<file path="src/rtl/mii_tx_scheduler.sv">
// mii_tx_scheduler: two-source round-robin MII nibble transmitter with preamble/SFD insertion, IFG and underrun abort.
// Build macro MII_TX_MIN_PAD_EN enables zero padding of short frames up to MIN_NIBBLES payload nibbles.
module mii_tx_scheduler #(
    parameter int PREAMBLE_NIBBLES = 15,
    parameter int IFG_NIBBLES      = 24,
    parameter int MIN_NIBBLES      = 120,
    parameter int CNT_W            = 8
) (
    input  logic       clk,
    input  logic       reset,
    input  logic       ena,
    input  logic       src0_valid,
    input  logic       src0_empty,
    input  logic [3:0] src0_d,
    input  logic       src0_last,
    output logic       src0_rd,
    input  logic       src1_valid,
    input  logic       src1_empty,
    input  logic [3:0] src1_d,
    input  logic       src1_last,
    output logic       src1_rd,
    output logic [3:0] gmii_txd,
    output logic       gmii_tx_en,
    output logic       gmii_tx_er,
    output logic       busy,
    output logic       grant
);
`ifdef MII_TX_MIN_PAD_EN
    typedef enum logic [2:0] {IDLE, PREAMBLE, SFD, DATA, DRAIN, IFG, PAD} state_t;
`else
    typedef enum logic [2:0] {IDLE, PREAMBLE, SFD, DATA, DRAIN, IFG} state_t;
`endif
    localparam logic [CNT_W-1:0] PRE_LAST = CNT_W'(PREAMBLE_NIBBLES - 1);
    localparam logic [CNT_W-1:0] IFG_LAST = CNT_W'(IFG_NIBBLES - 1);
    localparam logic [CNT_W-1:0] MIN_CNT  = CNT_W'(MIN_NIBBLES);
    state_t           state, state_n;
    logic [CNT_W-1:0] cnt, cnt_n;
    logic             grant_n, pop;
    logic [3:0]       txd_n;
    logic             tx_en_n, tx_er_n;
    logic             g_empty, g_last;
    logic [3:0]       g_d;
    assign g_empty = grant ? src1_empty : src0_empty;
    assign g_last  = grant ? src1_last : src0_last;
    assign g_d     = grant ? src1_d : src0_d;
    assign src0_rd = ena & pop & ~grant;
    assign src1_rd = ena & pop & grant;
    assign busy    = state != IDLE;
    // Next state, next line outputs and the pop request for the granted source
    always_comb begin
        state_n = state;
        cnt_n   = cnt;
        grant_n = grant;
        txd_n   = 4'h0;
        tx_en_n = 1'b0;
        tx_er_n = 1'b0;
        pop     = 1'b0;
        case (state)
            IDLE: begin
                if (src0_valid || src1_valid) begin
                    grant_n = (src0_valid && src1_valid) ? ~grant : src1_valid;
                    txd_n   = 4'h5;
                    tx_en_n = 1'b1;
                    cnt_n   = CNT_W'(1);
                    state_n = (PREAMBLE_NIBBLES > 1) ? PREAMBLE : SFD;
                end
            end
            PREAMBLE: begin
                txd_n   = 4'h5;
                tx_en_n = 1'b1;
                cnt_n   = cnt + 1'b1;
                state_n = (cnt == PRE_LAST) ? SFD : PREAMBLE;
            end
            SFD: begin
                txd_n   = 4'hD;
                tx_en_n = 1'b1;
                cnt_n   = '0;
                state_n = DATA;
            end
            DATA: begin
                tx_en_n = 1'b1;
                if (!g_empty) begin
                    pop   = 1'b1;
                    txd_n = g_d;
                    cnt_n = (cnt == MIN_CNT) ? cnt : cnt + 1'b1;
                    if (g_last) begin
`ifdef MII_TX_MIN_PAD_EN
                        state_n = (cnt_n < MIN_CNT) ? PAD : IFG;
                        cnt_n   = (cnt_n < MIN_CNT) ? cnt_n : '0;
`else
                        state_n = IFG;
                        cnt_n   = '0;
`endif
                    end
                end else begin
                    tx_er_n = 1'b1;
                    state_n = DRAIN;
                end
            end
`ifdef MII_TX_MIN_PAD_EN
            PAD: begin
                tx_en_n = 1'b1;
                cnt_n   = cnt + 1'b1;
                if (cnt_n == MIN_CNT) begin
                    state_n = IFG;
                    cnt_n   = '0;
                end
            end
`endif
            DRAIN: begin
                if (!g_empty) begin
                    pop = 1'b1;
                    if (g_last) begin
                        state_n = IFG;
                        cnt_n   = '0;
                    end
                end
            end
            IFG: begin
                cnt_n = cnt + 1'b1;
                if (cnt == IFG_LAST) begin
                    state_n = IDLE;
                    cnt_n   = '0;
                end
            end
            default: state_n = IDLE;
        endcase
    end
    // State, counter, grant and registered line outputs advance only on ena
    always_ff @(posedge clk or negedge reset) begin
        if (!reset) begin
            state      <= IDLE;
            cnt        <= '0;
            grant      <= 1'b1;
            gmii_txd   <= 4'h0;
            gmii_tx_en <= 1'b0;
            gmii_tx_er <= 1'b0;
        end else if (ena) begin
            state      <= state_n;
            cnt        <= cnt_n;
            grant      <= grant_n;
            gmii_txd   <= txd_n;
            gmii_tx_en <= tx_en_n;
            gmii_tx_er <= tx_er_n;
        end
    end
endmodule

</file>
<file path="config.mk">
export PLATFORM = sky130hd
export DESIGN_NAME = mii_tx_scheduler
export DESIGN_NICKNAME = d
export VERILOG_FILES = /design/src/rtl/mii_tx_scheduler.sv
export SDC_FILE = /design/constraint.sdc
export NUM_CORES = 1
export LEC_CHECK = 0
export ABC_AREA = 1
export BUFFER_PORTS_ARGS = -buffer_cell sky130_fd_sc_hd__buf_2
export CAP_MARGIN = 20
export CELL_PAD_IN_SITES_DETAIL_PLACEMENT = 1
export CELL_PAD_IN_SITES_GLOBAL_PLACEMENT = 2
export CORE_MARGIN = 10
export CORE_UTILIZATION = 27
export CTS_CLUSTER_DIAMETER = 150
export DETAILED_ROUTE_END_ITERATION = 7
export MAX_ROUTING_LAYER = met4
export PLACE_DENSITY_LB_ADDON = 0.1
export SLEW_MARGIN = 5
export SYNTH_ARGS = -nofsm -noshare
export SYNTH_HDL_FRONTEND = slang
export SYNTH_SLANG_ARGS = --single-unit
</file>
<file path="constraint.sdc">
create_clock -name clk -period 1.6 [get_ports clk]
set_clock_uncertainty 0.05 [all_clocks]
set_input_delay 0.32 -clock clk [delete_from_list [all_inputs] [get_ports clk]]
set_output_delay 0.32 -clock clk [all_outputs]
set_load 0.005 [all_outputs]
</file>
==> reports/metrics.csv <==
stage;metric;value;unit
pwr;Sw Ratio;42.0;%
placed_design;GPL Wtd Cong;0.790;
min_path;Hold Startpoint;src0_d[1];
pwr;total power;2260;uW
clocking;clock buffer count from CTS;3;
grt;first-pass GRT wire length;8000;um
routing;initial DRC count;16;
worst_setup_path;crit path max fanout;3;
timing;period utilization;106;%
floorplanning;Die W;92.6;um
layout;layout cell share with drive strength beyond 1;44.2;%
pwr;sequential power share;29.5;%
worst_setup_path;R2R setup slack;50;ps
pwr;VDD IR max;0.000432;V
floorplanning;Core Region;0.00511;mm^2
worst_setup_path;CP Data Arrival Time;1320;ps
synthesis;syn_area_per_cell;6.91;um^2
run_status;failing checks;setup timing;
pwr;Psw;951;uW
routing;WL/cell;14.6;um
timing;final slew viol count;0;
routing;routed vias/inst;4.61;
min_path;worst min-delay path class;input pin to register;
placed_design;pre-CTS WS;-43.8;ps
clocking;CTS H-tree depth;1;
clocking;Num Clock Sinks;18;
clocking;Clock Path Buffers;2;
timing;RSZ-0062 raised after global routing;yes;
timing;Max Fclk;591;MHz
worst_setup_path;Critical Path RT;1230;ps
pwr;Power Dens Cells;1110;mW/mm^2
synthesis;mapped cell area;0.00142;mm^2
worst_setup_path;worst reg2reg path depth;9;
synthesis;Post-synth EDFFs;0;
grt;vias in the first global route;1708;
grt;grt total ovfl;0;
layout;Layout area overhead;42.9;%
layout;diode count;0;
routing;total routed wirelength;4800;um
floorplanning;Die Area;0.00858;mm^2
synthesis;post-synthesis net count;226;
placed_design;IO Port Bufs;26;
synthesis;Post-synth ARST share;100;%
pwr;Leakage;0.00102;uW
layout;fin nets;281;
synthesis;post-synthesis sequential area ratio;31.7;%
clocking;root buffer selected by CTS;clkbuf_8;
routing;via count;1520;
worst_setup_path;Worst R2R Start;grant;
pwr;Pint;1310;uW
synthesis;Seq cells post-synth;18;
worst_setup_path;crit end category;primary output;
routing;DR DRC count;0;
min_path;Hold Path Sink;gmii_txd[1];
worst_setup_path;reg2reg end;cnt[3];
synthesis;Post-Synthesis Cells;206;
synthesis;synth warn;0;
synthesis;Synth Flop Type;dfrtp_1;
placed_design;hpwl dp;3820;um
worst_setup_path;kind of critical path;register to primary output;
timing;worst rel slew slack;68.9;%
floorplanning;row count;26;
grt;initial antenna violation count;0;
pwr;Comb power frac;52.9;%
grt;largest net degree at the start of global routing;19;
timing;endpoints failing setup;2;
timing;Final min period;1690;ps
clocking;clock latency on the worst-skew pair;260;ps
floorplanning;starting density of the core;27.9;%
run_status;status;finished with violations;
flow_run;Max Cap Viol;0;
min_path;hold depth;3;
clocking;CTS clock-pin slew for the worst setup and hold paths;80;ps
routing;antenna viol nets, final;0;
synthesis;synth unique cells;33;
floorplanning;IO Count;27;
timing;Worst Setup Slack, final;-90.8;ps
grt;overall routing resource usage;11.6;%
layout;Filler Cell Count;674;
floorplanning;Die Y;92.6;um
pwr;Clk pwr share;17.6;%
timing;Slew @ Worst Pin;467;ps
routing;first drt pass iteration count;3;
clocking;CTS tree;done;
worst_setup_path;crit path launch type;register;
timing;final hold violation count;0;
## cells in the mapped netlist, types with 2 or more instances
cell	number	share of area [%]
a21oi_1	11	3.9
dfrtp_1	17	30
ha_1	3	2.6
inv_1	21	5.5
inv_2	5	1.3
inv_4	2	0.88
nand2_1	64	17
nand2_2	5	2.2
nand2_4	2	1.6
nand3_1	15	5.3
nand3_4	2	2.5
nor2_1	15	4.0
nor2_2	3	1.3
nor2_4	4	3.2
nor3_1	2	0.70
o21ai_0	7	2.5
o21ai_1	10	3.5
o21bai_1	2	1.1
or2_2	2	0.88
## stage by stage
stage                     hold WS, ps  utilization, %  setup TNS [ps]  area (um^2)  instances
final                             262            39.8            -156         2030        330
after global routing              294            39.8            -772         2030        330
after CTS                         263            37.4            -224         1910        328
after detailed placement          255            34.0            -145         1740        314
after global placement            244            34.0               0         1740        314
after floorplan                 -25.6               -               0         1420        206
## layout make-up
cell class	instances	area, um^2	area share (%)
multi-input cells	158	990	48.6
inverters	28	113	5.54
clock buffers	4	55.1	2.71
repair buffers	52	332	16.3
flip-flops and latches	18	458	22.5
well taps	70	87.6	4.31
## critical path: stages, from the launching register on
cell	delay, ps
dfrtp_2	460
nor2_4	130
nand2_2	70
nand2_2	70
nand2_2	70
nor3_2	110
buf_2	130
## cells by family (layout without fill, tap and decap cells)
logic type | Yosys count | count (layout) | share of synthesized area (%)
AO/OA/AOI/OAI | 35 | 35 | 14.9
AND/OR/NAND/NOR | 117 | 117 | 40.1
flip-flops | 18 | 18 | 31.7
buffers and inverters | 30 | 84 | 8.52
XOR/XNOR | 1 | 1 | 0.615
multiplexers | 2 | 2 | 1.49
adder cells (fa/ha/maj) | 3 | 3 | 2.64
## placed cells by master (no fill, tap or decap), types with 4 or more instances in the layout
cell type and n:
o21ai_1 10, nand3_1 14, a21oi_1 11, inv_1 19, inv_2 6, dfrtp_2 5, clkbuf_8 4, nor2_4 8
buf_4 24, nand2_4 7, nand3_4 4, nor2_1 11, dfrtp_1 12, nand2_2 13, buf_2 26, o21ai_0 6
nand2_1 51
## flip-flops by register name (all words and copies together), names as in the netlist
signal	flops
grant	1
gmii_txd	4
gmii_tx_er	1
gmii_tx_en	1
state	3
cnt	8
## worst max-delay path by stage
stage,end,startpoint,cells after the start
2_1_floorplan,state[0],grant,10
3_3_place_gp,gmii_txd[3],grant,8
3_5_place_dp,cnt[1],cnt[0],9
4_1_cts,src0_rd,state[0],6
5_1_grt,src0_rd,state[1],6
6_report,src0_rd,state[1],6
## what timing repair did
action | in CTS | in global routing
buffers inserted | 9 | 4
hold buffers | 1 | 0
setup endpoints to repair | 15 | 17
hold endpoints to repair | 17 | 0
gates resized for setup | 15 | 30
cloned | 0 | 0
pin swaps | 5 | 16
## power by group through the flow
stage / sequential, uW / combinational [uW] / clock, uW
floorplan: 653 / 596 / 0
CTS: 661 / 1100 / 415
global placement: 673 / 951 / 0
detailed placement: 685 / 974 / 0
global route: 684 / 1350 / 433
finish: 668 / 1200 / 399
## metal layers
metal	GRT usage [%]	vias up	share of wire (%)
li1	-	767	-
met1	12.6	736	44
met2	22.0	15	55
met3	1.61	2	1.4
met4	1.93	0	0.37
met5	-	-	0
No activity file was read; power rests on OpenSTA's default activity.
